File: config.mk
export PLATFORM = sky130hd
export DESIGN_NAME = conv_window_scan_ctrl
export DESIGN_NICKNAME = d
export VERILOG_FILES = /design/src/rtl/conv_window_scan_ctrl.sv
export SDC_FILE = /design/constraint.sdc
export NUM_CORES = 1
export LEC_CHECK = 0
export CORE_MARGIN = 2
export CORE_UTILIZATION = 43
export DETAILED_ROUTE_END_ITERATION = 6
export PLACE_DENSITY_LB_ADDON = 0.25
export SLEW_MARGIN = 20
export SYNTH_ARGS = -nofsm -noshare
export SYNTH_HDL_FRONTEND = slang
export SYNTH_SLANG_ARGS = --single-unit
File: constraint.sdc
create_clock -name clk -period 2.01 [get_ports clk]
set_input_delay 0.201 -clock clk [delete_from_list [all_inputs] [get_ports clk]]
set_output_delay 0.201 -clock clk [all_outputs]
set_load 0.02 [all_outputs]
File: src/rtl/conv_window_scan_ctrl.sv
// Load/scan sequencer for the 3-row windowed feature memory: raster-loads the image,
// then steps the 3x3 window centre over every interior position under engine backpressure.
module conv_window_scan_ctrl #(
   parameter int DW       = 8,
   parameter int IMG_SIZE = 5,
   parameter int MEM_ADDR = 3
) (
   input  logic                clk,
   input  logic                reset,
   input  logic                start,
   input  logic                abort,
   input  logic [DW-1:0]       pix_in,
   input  logic                pix_valid,
   output logic                pix_ready,
   output logic [DW-1:0]       mem_data_in,
   output logic                mem_wr_en,
   output logic                mem_rd_en,
   output logic [MEM_ADDR-1:0] mem_in_add_row,
   output logic [MEM_ADDR-1:0] mem_in_add_col,
   output logic [MEM_ADDR-1:0] mem_a_add_row,
   output logic [MEM_ADDR-1:0] mem_a_add_col,
   output logic                win_valid,
   input  logic                win_ready,
   output logic                busy,
   output logic                done
);

   typedef enum logic [1:0] {S_IDLE, S_LOAD, S_SCAN, S_DONE} state_t;

   localparam logic [MEM_ADDR-1:0] LP_ZERO    = '0;
   localparam logic [MEM_ADDR-1:0] LP_ONE     = MEM_ADDR'(1);
   localparam logic [MEM_ADDR-1:0] LP_WR_LAST = MEM_ADDR'(IMG_SIZE - 1);
   localparam logic [MEM_ADDR-1:0] LP_RD_LAST = MEM_ADDR'(IMG_SIZE - 2);

   state_t              r_state;
   state_t              w_state_nxt;
   logic [MEM_ADDR-1:0] r_wr_row;
   logic [MEM_ADDR-1:0] r_wr_col;
   logic [MEM_ADDR-1:0] r_rd_row;
   logic [MEM_ADDR-1:0] r_rd_col;
   logic                w_pix_acc;
   logic                w_win_acc;
   logic                w_wr_last;
   logic                w_rd_last;

   // pix_ready/win_valid are already gated by abort, so an abort cycle never accepts
   assign w_pix_acc = pix_ready & pix_valid;
   assign w_win_acc = win_valid & win_ready;
   assign w_wr_last = (r_wr_row == LP_WR_LAST) && (r_wr_col == LP_WR_LAST);
   assign w_rd_last = (r_rd_row == LP_RD_LAST) && (r_rd_col == LP_RD_LAST);

   always_ff @(posedge clk or negedge reset) begin
      if (!reset) begin
         r_state <= S_IDLE;
      end else begin
         r_state <= w_state_nxt;
      end
   end

   always_comb begin
      w_state_nxt = r_state;
      if (abort) begin
         w_state_nxt = S_IDLE;
      end else begin
         case (r_state)
            S_IDLE: if (start)                  w_state_nxt = S_LOAD;
            S_LOAD: if (w_pix_acc && w_wr_last) w_state_nxt = S_SCAN;
            S_SCAN: if (w_win_acc && w_rd_last) w_state_nxt = S_DONE;
            S_DONE:                             w_state_nxt = S_IDLE;
            default:                            w_state_nxt = S_IDLE;
         endcase
      end
   end

   always_comb begin
      pix_ready      = 1'b0;
      mem_data_in    = '0;
      mem_wr_en      = 1'b0;
      mem_rd_en      = 1'b0;
      mem_in_add_row = LP_ZERO;
      mem_in_add_col = LP_ZERO;
      mem_a_add_row  = LP_ZERO;
      mem_a_add_col  = LP_ZERO;
      win_valid      = 1'b0;
      done           = 1'b0;
      busy           = (r_state != S_IDLE);
      case (r_state)
         S_LOAD: begin
            pix_ready      = !abort;
            mem_wr_en      = pix_valid && !abort;
            mem_data_in    = pix_in;
            mem_in_add_row = r_wr_row;
            mem_in_add_col = r_wr_col;
         end
         S_SCAN: begin
            mem_rd_en     = !abort;
            win_valid     = !abort;
            mem_a_add_row = r_rd_row;
            mem_a_add_col = r_rd_col;
         end
         S_DONE:  done = 1'b1;
         default: ;
      endcase
   end

   // Counters sit at zero outside their own phase, so every pass restarts cleanly
   always_ff @(posedge clk or negedge reset) begin
      if (!reset) begin
         r_wr_row <= LP_ZERO;
         r_wr_col <= LP_ZERO;
         r_rd_row <= LP_ZERO;
         r_rd_col <= LP_ZERO;
      end else begin
         if (r_state == S_LOAD) begin
            if (w_pix_acc) begin
               if (w_wr_last) begin
                  r_wr_row <= LP_ZERO;
                  r_wr_col <= LP_ZERO;
               end else if (r_wr_col == LP_WR_LAST) begin
                  r_wr_col <= LP_ZERO;
                  r_wr_row <= r_wr_row + LP_ONE;
               end else begin
                  r_wr_col <= r_wr_col + LP_ONE;
               end
            end
         end else begin
            r_wr_row <= LP_ZERO;
            r_wr_col <= LP_ZERO;
         end

         if (r_state == S_LOAD && w_pix_acc && w_wr_last) begin
            r_rd_row <= LP_ONE;
            r_rd_col <= LP_ONE;
         end else if (r_state == S_SCAN) begin
            if (w_win_acc) begin
               if (w_rd_last) begin
                  r_rd_row <= LP_ZERO;
                  r_rd_col <= LP_ZERO;
               end else if (r_rd_col == LP_RD_LAST) begin
                  r_rd_col <= LP_ONE;
                  r_rd_row <= r_rd_row + LP_ONE;
               end else begin
                  r_rd_col <= r_rd_col + LP_ONE;
               end
            end
         end else begin
            r_rd_row <= LP_ZERO;
            r_rd_col <= LP_ZERO;
         end
      end
   end

endmodule

==> results.md, run 1 <==
- DRT iter0 DRCs: 5
- Unique masters post-synth: 34
- PD cells: around 820 nW/um2
- Global route overflow: 0
- WL/cell: 13.0 um
- Worst Setup End Kind: output pin
- Final WS setup: around 0.15 ns
- CTS Hold Bufs: 0
- Syn nets: between 100 and 150
- Remaining antenna violation count after routing: 0
- Vias: between 900 and 1000
- Die area: around 2800 um2
- Placed cells: roughly 180
- Initial Utilization: 45.8%
- CTS Buffer Depth: 2
- Vias in the first global route: ~960
- Yosys reg bits: 14
- Post-synth EDFFs: 0
- Crit path cell chain: inv_1 -> ha_1 -> buf_12 -> nand3b_1 -> inv_1 -> dlygate4sd2_1
- Layout cell share with drive strength beyond 1: 10.5%
- Max Clock Skew: roughly 0.0033 ns
- Total Routing Usage GR: between 10% and 20%
- Area delta synth->final: 44.6%
- Cell Count, Final, Fillers Out: 181
- Worst skew pair latency: 0.28 ns
- Largest net degree at the start of global routing: 23
- Top FF cell, synth: dfrtp_1
- First-pass DRT Iterations: 4
- First-pass GRT wire length: 3910 um
- Async S/R FF share, synth: between 90% and 100%
- Fin nets: between 150 and 200
- Syn avg cell area: about 9.4 um2
- Vias per std cell: between 5 and 6
- H-tree levels: 1
- Hold Vio Cnt, Final: 0
- Post-CTS setup buffer count: 0
- Worst path slowest cell: dfrtp_1
- VDD IR max: 0.000847 V
- Relative slew margins: approximately 57%
- Status: finished, final reports clean
- RSZ-0062 raised after global routing: no
- CP arrival: approximately 1.7 ns
- Pre-CTS setup slack: about 0.13 ns
- Fmax: ~540 MHz
- Num CTS Buffers: 3
- Most used cell, CP: inv_1
- Die height: around 53 um
- Final GP Congestion: 0.739
- # DRC: 0
- Worst Path Buf+Inv: 4
- Root buffer cell: clkbuf_4
- TritonCTS clock tree: built
- Initial antenna violation count: 0
- Final Cycle Share: 92.3%
- Synth warn: 0
- Final setup viols: 0
- Core Region: roughly 2200 um2
- DP HPWL: between 1500 and 2000 um
- Worst Path Required: 1.81 ns
- I/O Buffers: 39
- Finished Core Util: between 60% and 70%
- Yosys top cell by area: dfrtp_1
- Total Routed Length: 2350 um
- Cells after synthesis: 109
- CP Launch Type: register
- Leakage: ~0.79 nW
- Ranking of synthesized cells by area: dfrtp_1 (34%), ha_1 (12%), and2_1 (12%)
- Critical Path Max Stage Delay: a little over 0.4 ns
- Max_cap viols: 0
- Fin Setup TNS: 0 ns
- Standard-cell rows: 17
- Die width: around 53 um
- Max-slew violation count: 0
- Worst Path Max Fanout: 22
- Hold/Removal Path Class: in2async
- Crit Path Category: reg2out
- Post-synth top area share: 34.3%
- Seq/Total Area, Yosys: between 30% and 40%
- Number of diodes: 0
- Top Family by Delay on Critical Path: buffers and inverters
- Clk pin slew, worst setup/hold paths: around 0.09 ns
- Mapped Area: 1020 um2
- Ports: 40
- Clock sink count: 14
- Fin crit period: approximately 1.9 ns
- Worst Max-Slew Pin Slew: ~0.64 ns
cell usage after synthesis, drive strengths merged, types with 2 or more instances:
cell	number
nand3b	3
mux2i	4
a211oi	3
nand2b	4
nor3	2
nand2	4
dfrtp	14
inv	10
nor2	8
mux2	2
o22ai	2
a21oi	3
and2	20
a22o	2
ha	10
layer usage:
layer	wire [um]	share of wire, %	vias up	global-route usage, %
met5	0	0	-	0
met4	25	1.1	0	8.55
met3	141	6.0	4	2.29
met2	1210	51	35	36.7
met1	974	41	442	20.3
li1	-	-	455	-
worst register-to-register path, stage by stage (launching register included):
cell and delay [ns]:
dfrtp_1 0.43, inv_1 0.08, ha_1 0.21, nand4_2 0.18, or2_1 0.27, a22o_1 0.26
a211oi_1 0.27
state kept, by name (all words and copies together), names as in the netlist:
| name | cells |
|---|---|
| r_rd_col | 3 |
| r_rd_row | 3 |
| r_state | 2 |
| r_wr_col | 3 |
| r_wr_row | 3 |
worst paths after layout:
kind | slack, ns | endpoint | start | cells after the start
max | 0.15 | mem_wr_en | r_state[1] | 6
min | 0.31 | r_rd_col[1] | reset | 1
max reg2reg | 0.22 | r_state[0] | r_wr_col[0] | 6
min reg2reg | 0.53 | r_rd_row[2] | r_rd_row[2] | 1
max in group asynchronous | 1.29 | r_rd_row[0] | reset | 1
min in group clk | 0.53 | r_rd_row[2] | r_rd_row[2] | 1
layout by cell type (no fill, tap or decap), types with 2 or more instances in the layout:
master	instances
dlygate4sd2_1	24
and2_1	19
clkdlybuf4s50_1	15
dfrtp_1	14
inv_1	10
ha_1	9
nor2_1	8
nand2_1	4
nand2b_1	4
mux2i_1	4
nand3b_1	3
a211oi_1	3
a21oi_1	3
clkbuf_4	3
buf_4	3
mux2_2	2
nor3_1	2
o22ai_1	2
a22o_1	2
timing repair:
item	CTS	global route
gates resized for setup	25	0
setup endpoints to repair	24	0
hold endpoints to repair	0	0
per-stage QoR:
step / power, mW / hold WS (ns) / cell area, um2
finish: 1.20 / 0.305 / 1480
global route: 1.29 / 0.376 / 1480
CTS: 1.22 / 0.331 / 1480
detailed placement: 1.05 / 0.516 / 1470
global placement: 1.02 / 0.509 / 1470
floorplan: 0.752 / -0.0946 / 1020
report_power, final:
group	internal (mW)	leakage, nW	switching (mW)
clock	0.110	0.0210	0.0993
combinational	0.298	0.575	0.352
sequential	0.315	0.192	0.0294
total	0.724	0.789	0.480
final cells by class:
type	count	area (um2)
Inverter	11	55.1
Tap cell	28	35.0
Fill cell	200	756
Multi-Input combinational cell	81	598
Clock buffer	4	36.3
Timing Repair Buffer	43	403
Sequential cell	14	350
cell families after synthesis:
group	share of synthesized area [%]
AND/OR/NAND/NOR	28.8
AO/OA/AOI/OAI	11.1
buffers and inverters	7.47
flip-flops	34.3
adder cells (fa/ha/maj)	12.2
multiplexers	6.12
(Power assumes the default switching activity.)
==> run 2: changes to the inputs <==
==> constraint.sdc (replaced) <==
create_clock -name clk -period 2.1 [get_ports clk]
set_input_delay 0.21 -clock clk [delete_from_list [all_inputs] [get_ports clk]]
set_output_delay 0.21 -clock clk [all_outputs]
set_load 0.02 [all_outputs]
==> run 2 against run 1 <==
Effect of this change: register-to-register slack improved by 0.10 ns; clock power down 4%; cell area grew 0.34%; cell count unchanged; critical path depth is 2 lower; clock skew up 0.0018 ns; first-iteration DRC count grew to 4.8 times the previous value; setup slack worse by 0.062 ns; power is 5.7% lower; global-route usage barely moved; sequential share of layout area shrank 0.080 points; flip-flop and latch count did not move.
==> results.md, run 2 (same netlist as run 1, synthesis figures left out) <==
- Switching share of power: between 30% and 40%
- Worst skew pair latency: roughly 0.29 ns
- Layout cell share with drive strength beyond 1: between 10% and 20%
- Fmax: 498 MHz
- Number of diodes: 0
- Cell Count, Final, Fillers Out: between 150 and 200
- Number of fill cells: approximately 190
- Vias per std cell: a little over 5
- Worst Path Max Fanout: 4
- Sequential share of power: about 29%
- Most used cells in the layout excluding fill and tap cells: and2_1 (19), dlygate4sd2_1 (18), clkdlybuf4s50_1 (17), dfrtp_1 (14), inv_1 (10)
- Initial antenna violation count: 0
- Relative slew margins: roughly 55%
- Net Switching: between 0.4 and 0.5 mW
- Die height: 52.8 um
- Global route overflow: 0
- Leakage: 0.830 nW
- Total Routing Usage GR: 19.1%
- Placed cells: 177
- Max Clock Skew: about 0.005 ns
- Largest net degree at the start of global routing: 16
- TritonCTS clock tree: built
- Root buffer cell: clkbuf_4
- Reg2Reg Depth: 7
- Area delta synth->final: 45.0%
- Worst Path Required: ~1.9 ns
- Remaining antenna violation count after routing: 0
- Clk pin slew, worst setup/hold paths: ~0.090 ns
- DRT iter0 DRCs: 24
- Fin nets: between 150 and 200
- CP Launch Type: register
- Worst hold margin: 0.319 ns
- Num CTS Buffers: 3
- Hold Vio Cnt, Final: 0
- Power Internal: roughly 0.68 mW
- Final setup viols: 0
- I/O Buffers: 39
- Logic pwr share: 53.0%
- Standard-cell rows: 17
- Max-slew violation count: 0
- Multi-input combinational cell area: approximately 600 um2
- Final Cycle Share: ~96%
- Clock power frac: approximately 18%
- Worst Setup End Kind: output pin
- Worst Max-Slew Pin Slew: between 0.6 and 0.7 ns
- Commonest non-fill, non-tap cell in the layout: and2_1
- Crit Path Category: reg2out
- Fin Setup TNS: 0 ns
- Vias in the first global route: slightly below 900
- Status: finished, final reports clean
- FF/Latch Area: between 300 and 400 um2
- Max_cap viols: 0
- Vias: around 940
- # DRC: 0
- Clock sink count: 14
- H-tree levels: 1
- CTS Hold Bufs: 0
- Total Routed Length: between 2000 and 2500 um
- First-pass GRT wire length: roughly 3800 um
- Final GP Congestion: roughly 0.83
- WL/cell: ~13 um
- Post-CTS setup buffer count: 0
- Core Region: about 2200 um2
- Ports: 40
- Die width: about 53 um
- Hold/Removal Path Class: in2async
- CP arrival: 1.80 ns
- Die area: 2780 um2
- CTS Buffer Depth: 2
- Fin crit period: about 2 ns
- Initial Utilization: about 46%
- First-pass DRT Iterations: 4
- VDD IR max: between 0.0005 and 0.0006 V
- PD cells: roughly 770 nW/um2
- RSZ-0062 raised after global routing: no
- DP HPWL: between 1500 and 2000 um
[run 2: cell count changes in the layout (fill, tap and decap cells not counted)]
cell             delta
dlygate4sd2_1       -6
dlymetal6s2s_1      +4
clkdlybuf4s50_1     +2
buf_12              -1
buf_4               +1
[run 2: cell type report]
| cell class | count | share of cell area, % |
|---|---|---|
| clock buffer | 4 | 2.45 |
| inverter | 11 | 3.71 |
| multi-input combinational | 81 | 40.3 |
| sequential | 14 | 23.6 |
| tap | 28 | 2.36 |
| timing repair buffer | 43 | 27.5 |
[run 2: path summary, 6_finish.rpt]
check / startpoint / to / slack, ns
min: reset / r_state[1] / 0.32
max in group asynchronous: reset / r_wr_col[0] / 1.35
max reg2reg: r_state[0] / r_rd_row[0] / 0.32
max: r_state[0] / mem_a_add_row[1] / 0.09
min in group clk: r_rd_row[2] / r_rd_row[2] / 0.53
min reg2reg: r_rd_row[2] / r_rd_row[2] / 0.53
[run 2: worst max-delay path, stage by stage, from the launching register on]
cell and delay, ns:
dfrtp_1 0.43, inv_1 0.12, ha_1 0.23, and2_1 0.14
clkdlybuf4s50_1 0.60
[run 2: repair_timing]
action,CTS,global route
resized for setup,19,4
gates cloned,0,0
setup endpoints to repair,21,4
[run 2: power by group through the flow]
stage	registers [mW]	logic [mW]	clock network (mW)
after detailed placement	0.337	0.644	0
final	0.332	0.602	0.201
after floorplan	0.329	0.392	0
after CTS	0.333	0.613	0.203
after global routing	0.337	0.669	0.211
after global placement	0.334	0.626	0
[run 2: routing by layer]
layer  part of all wire [%]  GRT usage (%)
met5                      0              0
met4                    2.5           8.97
met3                    8.5           3.43
met2                     49           34.8
met1                     40           21.0
[run 2: per-stage QoR]
step | util, % | area, um2 | power [mW] | setup WS (ns)
2_1_floorplan | - | 1020 | 0.720 | 0.480
3_3_place_gp | 65.2 | 1460 | 0.960 | 0.175
3_5_place_dp | 65.2 | 1460 | 0.981 | 0.112
4_1_cts | 65.9 | 1470 | 1.15 | 0.00496
5_1_grt | 66.4 | 1480 | 1.22 | 0.0161
6_report | 66.4 | 1480 | 1.14 | 0.0924
==> run 3: changes to the inputs <==
--- a/config.mk
+++ b/config.mk
@@ -5,8 +5,10 @@
 export SDC_FILE = /design/constraint.sdc
 export NUM_CORES = 1
 export LEC_CHECK = 0
+export CAP_MARGIN = 10
 export CORE_MARGIN = 2
 export CORE_UTILIZATION = 43
+export CTS_CLUSTER_DIAMETER = 60
 export DETAILED_ROUTE_END_ITERATION = 6
 export PLACE_DENSITY_LB_ADDON = 0.25
 export SLEW_MARGIN = 20
==> results of run 3 <==
Final layout, timing and power as in run 2 (identical DEF).
